## config.mk

```make
export PLATFORM = sky130hd
export DESIGN_NAME = instr_fetch_stage
export DESIGN_NICKNAME = d
export VERILOG_FILES = /design/src/rtl/cpu_pkg.sv /design/src/rtl/if_id_reg.sv /design/src/rtl/instr_fetch_stage.sv
export SDC_FILE = /design/constraint.sdc
export NUM_CORES = 1
export LEC_CHECK = 0
export CAP_MARGIN = 10
export CORE_ASPECT_RATIO = 1.1
export CORE_MARGIN = 2
export CORE_UTILIZATION = 30
export CTS_CLUSTER_SIZE = 40
export DETAILED_ROUTE_END_ITERATION = 8
export SETUP_SLACK_MARGIN = 0.02
export SLEW_MARGIN = 20
export SYNTH_ARGS = -nofsm -noshare
export SYNTH_HDL_FRONTEND = slang
export SYNTH_HIERARCHICAL = 1
export SYNTH_SLANG_ARGS = --single-unit
```

## constraint.sdc

```tcl
create_clock -name clk -period 7 [get_ports clk]
set_input_delay 1.75 -clock clk [delete_from_list [all_inputs] [get_ports clk]]
set_output_delay 1.75 -clock clk [all_outputs]
set_load 0.05 [all_outputs]
```

## src/rtl/cpu_pkg.sv

```systemverilog
// Shared definitions for the MIPS-subset pipeline: reset PC, NOP encoding,
// fetch FSM states and the IF/ID bundle consumed by the decode stage.
package cpu_pkg;

    localparam logic [31:0] NOP_INSTR = 32'h0000_0000;
    localparam logic [31:0] RESET_PC  = 32'h0000_0000;

    typedef enum logic {
        RUN  = 1'b0,
        HALT = 1'b1
    } fetch_state_t;

    typedef struct packed {
        logic        valid;
        logic [31:0] instr;
        logic [31:0] pc;
        logic [31:0] pc4;
    } if_id_t;

endpackage : cpu_pkg

```

## src/rtl/if_id_reg.sv

```systemverilog
// Generic pipeline register for the IF/ID bundle.
// Flush has priority over load; flushing turns the slot into a NOP bubble
// and leaves the PC fields as they were (they are meaningless while invalid).
module if_id_reg
    import cpu_pkg::*;
(
    input  logic   clk,
    input  logic   rst_n,
    input  logic   load,
    input  logic   flush,
    input  if_id_t d,
    output if_id_t q
);

    if_id_t bundle_q;

    // Register update: reset clears, flush inserts a bubble, load captures, else hold.
    always_ff @(posedge clk) begin
        if (!rst_n) begin
            bundle_q <= '0;
        end else if (flush) begin
            bundle_q.valid <= 1'b0;
            bundle_q.instr <= NOP_INSTR;
        end else if (load) begin
            bundle_q <= d;
        end
    end

    assign q = bundle_q;

endmodule : if_id_reg

```

## src/rtl/instr_fetch_stage.sv

```systemverilog
// Fetch stage: owns the PC, addresses the combinational instruction ROM,
// fills the IF/ID register and runs the RUN/HALT fetch FSM used for the
// syscall halt/resume of the snake program.
module instr_fetch_stage
    import cpu_pkg::*;
#(
    parameter logic [31:0] RESET_PC = cpu_pkg::RESET_PC,
    parameter int          ADDR_W   = 10
) (
    input  logic              clk,
    input  logic              rst_n,
    input  logic              stall,
    input  logic              redirect_valid,
    input  logic [31:0]       redirect_target,
    input  logic              halt_req,
    input  logic              resume,
    output logic [ADDR_W-1:0] rom_addr,
    input  logic [31:0]       rom_data,
    output logic [31:0]       pc,
    output logic              id_valid,
    output logic [31:0]       id_instr,
    output logic [31:0]       id_pc,
    output logic [31:0]       id_pc4,
    output logic              halted,
    output logic [31:0]       fetch_count
);

    fetch_state_t state_q, state_d;
    logic [31:0]  pc_q, pc_d;
    logic [31:0]  fetch_count_q, fetch_count_d;
    logic [31:0]  pc_plus4;

    logic         ifid_load;
    logic         ifid_flush;
    if_id_t       ifid_d;
    if_id_t       ifid_q;

    assign pc_plus4 = pc_q + 32'd4;

    // State registers: FSM, PC and accepted-instruction counter.
    always_ff @(posedge clk) begin
        if (!rst_n) begin
            state_q       <= RUN;
            pc_q          <= RESET_PC;
            fetch_count_q <= 32'd0;
        end else begin
            state_q       <= state_d;
            pc_q          <= pc_d;
            fetch_count_q <= fetch_count_d;
        end
    end

    // Next-state logic: redirect beats halt beats stall beats sequential fetch.
    always_comb begin
        state_d       = state_q;
        pc_d          = pc_q;
        fetch_count_d = fetch_count_q;
        ifid_load     = 1'b0;
        ifid_flush    = 1'b0;
        ifid_d        = '{valid: 1'b1, instr: rom_data, pc: pc_q, pc4: pc_plus4};

        unique case (state_q)
            RUN: begin
                if (redirect_valid) begin
                    // Older EX instruction wins; the ID occupant (even a syscall) is squashed.
                    pc_d       = {redirect_target[31:2], 2'b00};
                    ifid_flush = 1'b1;
                end else if (halt_req && ifid_q.valid && !stall) begin
                    // The syscall retires as a bubble; PC keeps the next fetch address.
                    state_d    = HALT;
                    ifid_flush = 1'b1;
                end else if (!stall) begin
                    pc_d          = pc_plus4;
                    ifid_load     = 1'b1;
                    fetch_count_d = fetch_count_q + 32'd1;
                end
            end
            HALT: begin
                // Nothing is fetched while halted; the first fetch follows the return to RUN.
                ifid_flush = 1'b1;
                if (resume) begin
                    state_d = RUN;
                end
            end
            default: begin
                state_d = RUN;
            end
        endcase
    end

    if_id_reg u_if_id_reg (
        .clk   (clk),
        .rst_n (rst_n),
        .load  (ifid_load),
        .flush (ifid_flush),
        .d     (ifid_d),
        .q     (ifid_q)
    );

    assign rom_addr    = pc_q[ADDR_W+1:2];
    assign pc          = pc_q;
    assign id_valid    = ifid_q.valid;
    assign id_instr    = ifid_q.instr;
    assign id_pc       = ifid_q.pc;
    assign id_pc4      = ifid_q.pc4;
    assign halted      = (state_q == HALT);
    assign fetch_count = fetch_count_q;

endmodule : instr_fetch_stage

```

Word-level counts from Yosys, hierarchy flattened
Index checks and enable logic that the tools add are counted.
{"block": "word_totals", "word_cells": 37, "out_inout_bits": 172, "ff_bits": 162, "inputBits": 70}
{"block": "classes", "n_bitwise": 6, "n_reduce_logical": 7, "add_sub_neg": 2, "mux": 13, "eq_ne": 2}
{"op": "32-bit two-way mux", "count": 3}
{"op": "32-bit by 1-bit adder with 32-bit output (second input constant)", "count": 1}
{"op": "32-bit by 3-bit adder with 32-bit output (second input constant)", "count": 1}
{"op": "1-bit two-way mux", "count": 8}
{"op": "1-bit NOT", "count": 6}
{"op": "1-bit one-hot mux with 2 select lines", "count": 2}
{"op": "4-bit AND reduction", "count": 1}
{"op": "3-bit AND reduction", "count": 1}
{"op": "1-bit logical AND", "count": 2}
{"op": "2-bit by 1-bit != test with 1-bit output (second input constant)", "count": 1}
{"op": "2-bit != test (second input constant)", "count": 1}
{"op": "2-bit AND reduction", "count": 1}
{"op": "2-bit OR reduction", "count": 1}
{"op": "1-bit zero test", "count": 1}

Depth between registers and ports, before layout
Gate-level depths: netlist of run 1.
{"block": "logic_depth", "word_depth": 7, "mapped_depth": 10, "mapped_depth_nobuf": 7}

By module
Netlist of run 1, hierarchy kept.
{"module": "instr_fetch_stage", "area_per_inst_um2": 4134.0, "seq_area_each_um2": 1261.2, "instances": 1, "cells_per_inst": 532}
{"module": "if_id_reg", "area_per_inst_um2": 3781.1, "seq_area_each_um2": 1941.9, "instances": 1, "cells_per_inst": 386}

Worst setup path after synthesis of run 1
Ideal clock, no wire load.
{"block": "synth_path", "kind": "in2reg", "startpoint": "in halt_req", "endpoint": "reg fetch_count_q[31] (netlist: fetch_count[31])", "path_buffers": 1, "arrival_ns": 3.445, "required_time_ns": 6.930, "setup_ns": 0.070, "path_stages": 5, "setup_slack_ns": 3.485, "path_cell_list": "a2111o_1 or4b_4 buf_6 or4_1 a21oi_1"}
{"block": "synth_via", "elab_chain_cells": 4}
{"element": "from (decl)", "line": "instr_fetch_stage.sv:15", "rtl": "input logic halt_req,"}
{"element": "1-bit logical AND (2 in series)", "line": "instr_fetch_stage.sv:68", "rtl": "end else if (halt_req && ifid_q.valid && !stall) begin"}
{"element": "1-bit NOT (no source line)"}
{"element": "4-bit AND reduction (no source line)"}
{"element": "to (signal assigned)", "line": "instr_fetch_stage.sv:49", "rtl": "fetch_count_q <= fetch_count_d;"}
{"element": "to (decl)", "line": "instr_fetch_stage.sv:30", "rtl": "logic [31:0] fetch_count_q, fetch_count_d;"}
No other way between the ends.
A chain may end at the register's enable or synchronous reset.

Worst setup path in the final report of run 1
{"block": "layout_path", "startpoint": "in halt_req", "endpoint": "reg fetch_count_q[15] (netlist: fetch_count[15])"}
Same word-level chain as after synthesis.

==> flow_summary.ini, run 1 <==
[finish]
final_net_count = 1176
fill_cells = 2675
final_util = 0.417
num_antenna_cells = 0
final_area_um2 = 10900
instances_no_fill = 1468
area_growth_pct = 37.2
drive_gt1_frac = 0.0484

[routing]
antenna_left = 0
wirelength_mm = 24.1
vias_per_cell = 4.99
vias = 7332
drcViolationCount = 0
dr.pass1.iters = 5
wl_per_cell_um = 16.4
first_iter_violations = 465

[synthesis]
synth.largest_area_cell = dfxtp_1
yosysSeqAreaShare = 0.405
synth_edf_count = 0
synth_warnings = 6
synth.avg_cell_area_um2 = 8.62
ys_top_cells_by_area = dfxtp_1 (40%), mux2i_1 (13%), nand2_1 (8.3%)
synth.distinct_cells = 66
ys_seq_elements = 160
async_flop_share = 0
synth_flop_cell = dfxtp_1
syn_inst = 918
synth_top_area_frac = 0.405
syn_area_um2 = 7920

[floorplanning]
num_io_pins = 242
rows = 62
die_width_um = 159
start_util = 0.304
die_h_um = 174
dieArea_um2 = 27700
core_um2 = 26100

[sta]
min_period_ps = 4320
maxSlewHeadroom = 0.303
timing.final.ws_setup_ps = 2680
final_max_slew_viol_count = 0
rsz0062_at_grt = no
max_freq_mhz = 231
fin_worst_skew_ps = 11.3
fin_crit_sh = 0.618
worst_pin_slew_ps = 1040
setup_viol = 0
finalHoldViolations = 0
finalSetupTns_ps = 0

[placed_design]
hpwl_mm = 16.5
io_buffers = 237
place_area_um2 = 10300
pre_cts_ws_ps = 2190
placed_cells = 1436
gp_congestion = 0.783

[pwr]
ir_worst_vdd_v = 0.000126
leakagePower_nw = 3.57
power_density_nw_per_um2 = 202

[critical_path]
cp.arrival_ps = 4680
crit_fanout = 45
crit_path_end_kind = register
cp.required_ps = 7360
path_class = in2reg
worstSetupStartpointType = primary input

[clocking]
cts.sinks = 160
cts_resized = 0
cts_buffers = 17
cts.clk_slew.worst_paths_ps = 80
insertion_delay_ps = 420
cts_tree = yes
postCtsSetupRepairBufs = 0
cts_buffer_depth = 2
h-tree-depth = 4
ctsHoldBuffers = 0
cts_root_buffer = clkbuf_16

[run]
drv_cap = 0

[global_routing]
track_usage = 0.170
antenna_found_initial = 1
grt.overflow.total = 0
grt_max_degree = 60
grt_pass1_wl_mm = 38.3
grt_pass1_vias = 7057

[worst_hold_path]
hold_class = reg2reg

[run_status]
status = finished clean
## power breakdown
group | internal, mW | switching, mW | total [mW]
combinational | 0.128 | 0.202 | 0.330
sequential | 0.934 | 0.0397 | 0.974
clock | 0.471 | 0.419 | 0.889
total | 1.53 | 0.660 | 2.19
## worst max-delay path, cell delays in order
cell	delay (ps)
clkdlybuf4s50_1	460
a2111o_1	670
inv_2	130
buf_4	570
nand4_1	440
or4_1	510
a21oi_1	140
## metrics by stage
step	power [mW]	hold WS [ps]
4_1_cts	2.23	458
6_report	2.19	455
3_5_place_dp	1.33	445
3_3_place_gp	1.32	442
5_1_grt	2.29	470
2_1_floorplan	1.21	670
## sequential cells by signal (all words and copies together), names as in the netlist
name / count
u_if_id_reg/q: 97
fetch_count: 32
pc: 30
halted: 1
## cells by family (layout without fill, tap and decap cells)
logic type      Yosys count  in the layout  synth area share
buf+inv                  97            290            0.0724
flops                   160            160             0.405
compound gates          137            137             0.119
simple gates            385            385             0.235
fa+ha+maj                 2              2           0.00316
mux                      99             99             0.125
xor+xnor                 36             36            0.0398
other cells               2              7          0.000949
## worst paths after layout
kind                                          end  cells after the start  slack (ps)         startpoint
worst min-delay path            u_if_id_reg/q[42]                      2         460  u_if_id_reg/q[42]
worst min register to register  u_if_id_reg/q[42]                      2         460  u_if_id_reg/q[42]
worst max register to register    fetch_count[15]                      6        3940             halted
worst max-delay path              fetch_count[15]                      7        2680           halt_req
## synthesized netlist by cell type (15+ instances only)
library cell  instances
o31ai_1              21
xnor2_1              18
buf_4                15
mux2i_1              99
dfxtp_1             160
a21oi_1              35
nor3_1               18
nand3_1              27
xor2_1               18
or4_1                23
o21ai_0              18
clkbuf_1             44
nand2_1             175
nand4_1              20
nor2_1               61
## routing by layer
layer / track usage / wire (um) / up-vias
li1: - / - / 3619
met1: 0.216 / 10900 / 3478
met2: 0.285 / 11600 / 213
met3: 0.0418 / 1280 / 20
met4: 0.0515 / 314 / 2
met5: 0 / 11 / -
## cells in the final DEF, fill, tap and decap left out, drive strengths merged, types with 9 or more instances in the layout
master,Yosys,routed
or3,9,9
xor2,18,18
a21oi,35,35
o31ai,21,21
nand3,27,27
buf,41,12
or4,23,23
nor3,18,18
inv,12,18
clkdlybuf4s50,0,235
clkbuf,44,19
nor4,10,10
o21ai,18,18
nor2,61,61
mux2i,99,99
nand4,21,21
dfxtp,160,160
nand2,175,175
xnor2,18,18
## area by class of cell
| class | instances | area, um2 | share of cell area |
|---|---|---|---|
| Inverter | 12 | 45.0 | 0.00415 |
| Sequential cell | 160 | 3200 | 0.295 |
| Timing Repair Buffer | 247 | 2460 | 0.226 |
| Multi-Input combinational cell | 666 | 4170 | 0.384 |
| Clock buffer | 19 | 443 | 0.0408 |
| Tap cell | 352 | 440 | 0.0406 |
| Clock inverter | 12 | 101 | 0.00933 |
Power figures use the tool's default switching activity.
==> run 2: changes to the inputs <==
==> constraint.sdc (replaced) <==
create_clock -name clk -period 4.39 [get_ports clk]
set_input_delay 1.0975 -clock clk [delete_from_list [all_inputs] [get_ports clk]]
set_output_delay 1.0975 -clock clk [all_outputs]
set_load 0.05 [all_outputs]
==> run 2 against run 1 <==
- utilization is 0.45 points higher
- first-iteration DRC count fell by 3.4%
- sequential share of layout area shrank 0.32 points
- global-route usage is 0.076 points higher
- combinational power is 64% higher
- flip-flop and latch count did not move
- clock skew increased by 1.9 ps
- total power up 63%
- final cell count up 0.75%
- register-to-register slack got worse by 2400 ps
- highest routed layer unchanged
==> flow_summary.ini, run 2 (same netlist as run 1, synthesis figures left out) <==
[routing]
wl_per_cell_um = 16.5
antenna_left = 0
drcViolationCount = 0
vias_per_cell = 5.01
vias = 7417
wirelength_mm = 24.4
dr.pass1.iters = 7
first_iter_violations = 449

[placed_design]
placed_cells = 1445
io_buffers = 237
hpwl_mm = 16.6
gp_congestion = 0.792

[critical_path]
r2r_start = pc[2]
worstSetupStartpointType = register
path_class = reg2out
rrSetupSlack_ps = 1550
cp.arrival_ps = 2140
cp.required_ps = 3290
crit_path_end_kind = output port
cpMaxStageDelayCell = clkdlybuf4s50_1
crit_chain = clkdlybuf4s50_1
rr_worst_depth = 7
crit_fanout = 17
crit_path_max_incr_delay_ps = 980
crit_family = buffers and inverters
rr_endpoint = u_if_id_reg/q[24]
cp_num_buf_inv = 1

[global_routing]
grt.overflow.total = 0
grt_pass1_wl_mm = 38.3
grt_max_degree = 87
antenna_found_initial = 3
track_usage = 0.171
grt_pass1_vias = 6928

[clocking]
insertion_delay_ps = 430
cts_buffers = 17
cts_root_buffer = clkbuf_16
cts.clk_slew.worst_paths_ps = 70
cts.sinks = 160
cts_buffer_depth = 2
cts_resized = 0
h-tree-depth = 4
postCtsSetupRepairBufs = 0
ctsHoldBuffers = 0
cts_tree = yes

[floorplanning]
core_um2 = 26100
start_util = 0.304
die_width_um = 159
rows = 62
num_io_pins = 242
dieArea_um2 = 27700
die_h_um = 174

[sta]
setup_viol = 0
fin_worst_skew_ps = 13.1
finalHoldViolations = 0
max_freq_mhz = 309
final_max_slew_viol_count = 0
finalSetupTns_ps = 0
maxSlewHeadroom = 0.353
min_period_ps = 3240
fin_crit_sh = 0.737
worst_pin_slew_ps = 970
rsz0062_at_grt = no
worst_hold_slack_ps = 455

[finish]
mostFrequentLayoutCell = clkdlybuf4s50_1
largest_reg_flops = 97
fill_cells = 2645
final_util = 0.421
final_net_count = 1185
drive_gt1_frac = 0.0568
area_growth_pct = 38.7
mostFrequentLayoutCells = clkdlybuf4s50_1 (235), nand2_1 (175), dfxtp_1 (160), mux2i_1 (99), nor2_1 (60)
instances_no_fill = 1479

[pwr]
leakagePower_nw = 3.64
ir_worst_vdd_v = 0.000184
power_density_nw_per_um2 = 325

[run]
drv_cap = 0

[worst_hold_path]
hp-start = u_if_id_reg/q[37]
min_path_cells = 2
min_to = u_if_id_reg/q[37]
hold_class = reg2reg

[run_status]
status = finished clean
==> run 2: report_power, final <==
group          leakage (nW)  switching (mW)  internal [mW]
Combinational          2.07           0.331          0.210
Clock                 0.268           0.657          0.823
Sequential             1.30          0.0576           1.49
Total                  3.64            1.05           2.52
==> run 2: worst max-delay path by stage <==
stage              startpoint         endpoint  cells after the start  slack, ps
2_1_floorplan        halt_req  fetch_count[31]                      5       1530
3_3_place_gp   redirect_valid           pc[12]                      5        910
3_5_place_dp   redirect_valid           pc[12]                      5        880
4_1_cts                halted           halted                      1       1110
5_1_grt                halted           halted                      1       1050
6_report               halted           halted                      1       1150
==> run 2: layout make-up <==
| type | count | area [um2] | area share |
|---|---|---|---|
| multi-input combinational | 666 | 4170 | 0.380 |
| clock inverter | 12 | 123 | 0.0112 |
| timing repair buffer | 256 | 2540 | 0.231 |
| sequential | 160 | 3200 | 0.292 |
| inverter | 12 | 45.0 | 0.00410 |
| clock buffer | 20 | 457 | 0.0416 |
| tap | 352 | 440 | 0.0401 |
| antenna | 1 | 2.50 | 0.000228 |
==> run 2: routing by layer <==
layer / part of all wire / track usage
met1: 0.45 / 0.219
met2: 0.48 / 0.279
met3: 0.052 / 0.0461
met4: 0.014 / 0.0564
met5: 0.00098 / 0
==> run 2: worst register-to-register path: cells and delay by family, from the launching register on <==
kind / cells / cell delay, ps
xor gates and xnor gates: 1 / 210
DFF: 1 / 520
and+or+nand+nor: 4 / 1510
muxes: 1 / 140
adders and majority gates: 1 / 410
==> run 2: per-stage QoR <==
step | instance area (um2) | setup WS (ps) | power (mW)
floorplan | 7930 | 1530 | 1.93
finish | 11000 | 1150 | 3.57
CTS | 11000 | 1110 | 3.63
global route | 11000 | 1050 | 3.72
global placement | 10400 | 908 | 2.12
detailed placement | 10400 | 880 | 2.12
==> variant 1: new RTL, config.mk and constraints of run 2 <==
`ADDR_W`: 10 -> 11.
--- a/src/rtl/instr_fetch_stage.sv
+++ b/src/rtl/instr_fetch_stage.sv
@@ -5,7 +5,7 @@
     import cpu_pkg::*;
 #(
     parameter logic [31:0] RESET_PC = cpu_pkg::RESET_PC,
-    parameter int          ADDR_W   = 10
+    parameter int          ADDR_W   = 11
 ) (
     input  logic              clk,
     input  logic              rst_n,
Interface: changed (resized rom_addr); port bits go from 242 to 243. The function was not compared with the original's and may differ.
==> variant 1 against run 2 <==
  * Sequential cell count is the same
  * Power grew 1.0%
  * Setup slack lost 38 ps
  * Cell count is essentially flat
  * Non-clock buffer count shrank 1
  * Highest routed layer unchanged
  * Final area grew 0.15%
  * Area after synthesis is essentially flat
  * Hold slack gained 2.8 ps
  * Sequential power is essentially flat
  * Combinational power is essentially flat
  * Wire length shrank 1.4%
==> variant 1: results (changes against run 2) <==
status=complete, no violations; hold_sp=u_if_id_reg/q[44]$_SDFFE_PN0P_; worst-case clock buffer depth=2 (unchanged); Hold EP=u_if_id_reg/q[44]$_SDFFE_PN0P_; Routed wire per std cell=16.2 µm (-1.5%); post-CTS setup buffers=0 (unchanged); Min-Delay Path Class=register to register; max reg flops=97 (unchanged); largest net degree at the start of global routing=97 (+11%); CP max stage delay=980 ps (about the same); crit path to=halted; Top delay family on crit path=buffers and inverters; R2R depth=7 (unchanged); Tcrit/Tclk final=0.746 (+0.00867); placer congestion estimate=0.796 (+0.45%); pre-CTS setup slack=687 ps (-193 ps); Layout Skew=13.3 ps (+0.193 ps); worst slew pin tran=961 ps (-8.54 ps); leakage=3.66 nW (+0.43%); total track usage=0.168 (-0.00241); synth warn=6 (unchanged); HPWL Detailed=16300 µm (-1.6%); total CTS buffers=17 (unchanged); htree depth=4 (unchanged); nets@finish=1184 (-0.084%); antenna violations before repair=4 (+1); Placed Instances=1444 (-0.069%); crit-path max FO=17 (unchanged); syn_area_per_cell=8.62 µm² (about the same); Post-synth EDFFs=0 (unchanged); reg-to-reg endpoint=u_if_id_reg/q[24]$_SDFFE_PN0P_; post-cts gate resize count=0 (unchanged); Worst R2R Start=pc[2]$_SDFFE_PN0P_; hold depth=2 (unchanged); Synth cell types=66 (unchanged); Worst-path clk slew=70 ps (about the same); Synth area leaders=dfxtp_1 (40%), mux2i_1 (13%), nand2_1 (8.3%); CP max stage cell=clkdlybuf4s50_1; IO Port Bufs=238 (+0.42%); first-pass GRT wire length=38100 µm (-0.58%); Finished Layout Cells=1480 (+0.068%); DRT iter0 DRCs=403 (-10%); worst setup path startpoint=halted$_SDFF_PN0_; layout cells sized above 1=0.0560 (-0.000838); ys async rst share=0 (unchanged); Post-synth top cells=nand2_1 (175), dfxtp_1 (160), mux2i_1 (99); FF-to-FF setup slack=1570 ps (+20 ps); vias in the first global route=6955 (+0.39%); sequential fraction of the synthesis area=0.404 (about the same); Layout fillers=2658 (+0.49%); Max VDD drop=0.000211 V (+15%); via/cell ratio=4.98 (-0.66%); clk_lat worst skew=between 400 and 500 ps; Arr. time, crit path=2180 ps (+40 ps); DRC=0 (unchanged)
[variant 1: cell families (layout without fill, tap and decap cells)]
group	Yosys count	count (layout)	share of synthesized area
AND/OR/NAND/NOR	385	385	0.235
other	2	10	0.000948
multiplexers	99	99	0.125
XOR/XNOR	36	36	0.0398
AO/OA/AOI/OAI	137	137	0.119
buffers and inverters	98	299	0.0733
adder cells (fa/ha/maj)	2	2	0.00316
flip-flops	160	160	0.404
[variant 1: cell type report]
cell class | count | area, µm² | share of cell area
Tap cell | 352 | 440 | 0.0401
Clock buffer | 19 | 453 | 0.0412
Multi-Input combinational cell | 666 | 4170 | 0.379
Sequential cell | 160 | 3200 | 0.291
Clock inverter | 13 | 143 | 0.0130
Timing Repair Buffer | 255 | 2530 | 0.230
Inverter | 12 | 45.0 | 0.00410
Antenna cell | 3 | 7.51 | 0.000683
[variant 1: power by group]
group / total, mW / leakage [nW] / internal (mW) / switching [mW]
combinational: 0.538 / 2.07 / 0.209 / 0.328
clock: 1.52 / 0.292 / 0.835 / 0.682
sequential: 1.55 / 1.30 / 1.49 / 0.0584
total: 3.60 / 3.66 / 2.53 / 1.07
[variant 1: per-layer routing]
| layer | up-vias | wire [µm] | track usage |
|---|---|---|---|
| met5 | - | 13 | 0 |
| met1 | 3496 | 11200 | 0.225 |
| met3 | 24 | 1250 | 0.0410 |
| met2 | 211 | 11200 | 0.271 |
| met4 | 2 | 331 | 0.0477 |
| li1 | 3640 | - | - |
[variant 1: through the flow]
stage,util,area [µm²],hold slack [ps]
floorplan,-,7940,670
global placement,0.398,10400,442
detailed placement,0.398,10400,446
CTS,0.421,11000,458
global route,0.422,11000,472
finish,0.422,11000,457
==> variant 2: new RTL, flow settings as in run 2 <==
Without the edit above. Put one more register stage on the output `fetch_count`, cleared by the reset. The value now appears one clock later. The other outputs are not delayed to match.
--- a/src/rtl/instr_fetch_stage.sv
+++ b/src/rtl/instr_fetch_stage.sv
@@ -104,7 +104,13 @@
     assign id_pc       = ifid_q.pc;
     assign id_pc4      = ifid_q.pc4;
     assign halted      = (state_q == HALT);
-    assign fetch_count = fetch_count_q;
+    always_ff @(posedge clk) begin
+        if (!rst_n) begin
+            fetch_count <= '0;
+        end else begin
+            fetch_count <= fetch_count_q;
+        end
+    end
 
 endmodule : instr_fetch_stage
 
Formal check against the unedited RTL: not equivalent (Yosys sat finds a counterexample within 4 cycles, from zero or initial values and one cycle with rst_n low).
==> variant 2 against run 2 <==
  * Setup slack improved by 110 ps
  * Hold slack gained 1.9 ps
  * Wire length rose by 7.7%
  * Power increased by 13%
  * Register-to-register slack gained 100 ps
  * Cell count increased by 6.6%
  * Utilization decreased by 0.85 points
  * Sequential cell count grew 32
  * Global-route usage is 0.34 points lower
  * Sequential power increased by 19%
  * Clock power increased by 9%
  * Final area increased by 8.5%
  * Area after synthesis grew 12%
  * Largest cell class unchanged
  * Highest routed layer unchanged
==> variant 2: results (changes against run 2) <==
adder-cell area share of the yosys netlist=0.00283 (-0.000331); leakage=4.11 nW (+13%); total track usage=0.167 (-0.00343); Yosys top cell area share=0.435 (+0.0301); max reg flops=97 (unchanged); Post-synth top cells=dfxtp_1 (192), nand2_1 (175), mux2i_1 (101); layout cells sized above 1=0.0663 (+0.00944); Finished Layout Cells=1577 (+6.6%); clk_lat worst skew=between 400 and 500 ps; pre-CTS setup slack=894 ps (+13.6 ps); DRT iter0 DRCs=444 (-1.1%); Layout Skew=13.8 ps (+0.631 ps); mux share of post-synthesis cell area=0.130 (+0.00446); switching share of total power=0.297 (+0.00387); placed cell area=0.0113 mm² (+8.9%); Synth area leaders=dfxtp_1 (43%), mux2i_1 (11%), nand2_1 (7.4%); synth warn=6 (unchanged); Comb group=0.558 mW (+3%); syn_area_per_cell=8.77 µm² (+1.7%); status=complete, no violations; max_slew headroom=0.292 (-0.0619); nets@finish=1266 (+6.8%); CP max stage delay=960 ps (-20 ps); sequential fraction of the synthesis area=0.435 (+0.0301); Max VDD drop=0.000218 V (+19%); Placed Instances=1543 (+6.8%); worst-case clock buffer depth=2 (unchanged); HPWL Detailed=18000 µm (+8.6%); IO Port Bufs=237 (unchanged); Root Driver=clkbuf_16; post-cts gate resize count=0 (unchanged); total CTS buffers=17 (unchanged); CP max stage cell=clkdlybuf4s50_1; XOR/XNOR share of the synthesized area=0.0347 (-0.00516); htree depth=4 (unchanged); via/cell ratio=4.88 (-2.7%); Synth cell types=66 (unchanged); final WL=26200 µm (+7.7%); Top delay family on crit path=buffers and inverters; first-pass GRT wire length=40900 µm (+6.9%); Comb pwr share=0.138 (-0.013); placer congestion estimate=0.792 (about the same); Min-Delay Path Class=register to register; largest net degree at the start of global routing=77 (-11%); ys async rst share=0 (unchanged); antenna violations before repair=3 (unchanged); crit-path max FO=10 (-7); drt pass-1 iters=5 (-2); post-CTS setup buffers=0 (unchanged); vias in the first global route=7062 (+1.9%); Compound-Gate Fraction of Synth Area=0.0878 (-0.0310); clock power share=0.403 (-0.012); Worst-path clk slew=80 ps
## variant 2: layout make-up
cell class              instances  area [µm²]
diodes                          2        5.00
clock buffers                  18         439
clock inverters                14         163
fillers                      2853       17000
inverters                      13        48.8
multi-input cells             715        4440
flip-flops and latches        192        3840
well taps                     368         460
repair buffers                255        2520
## variant 2: worst paths after layout
kind         cells past startpoint  slack (ps)                           start                             end
max                              1        1260             pc[11]$_SDFFE_PN0P_                          pc[11]
min                              2         460  u_if_id_reg/q[30]$_SDFFE_PN0P_  u_if_id_reg/q[30]$_SDFFE_PN0P_
max reg2reg                      7        1650              pc[3]$_SDFFE_PN0P_  u_if_id_reg/q[30]$_SDFFE_PN0P_
min reg2reg                      2         460  u_if_id_reg/q[30]$_SDFFE_PN0P_  u_if_id_reg/q[30]$_SDFFE_PN0P_
## variant 2: routing by layer
layer,vias up,global-route usage,part of all wire
met4,4,0.0313,0.0072
met3,16,0.0497,0.065
met2,196,0.285,0.49
li1,3853,-,-
met5,-,0,0.0010
met1,3623,0.211,0.44
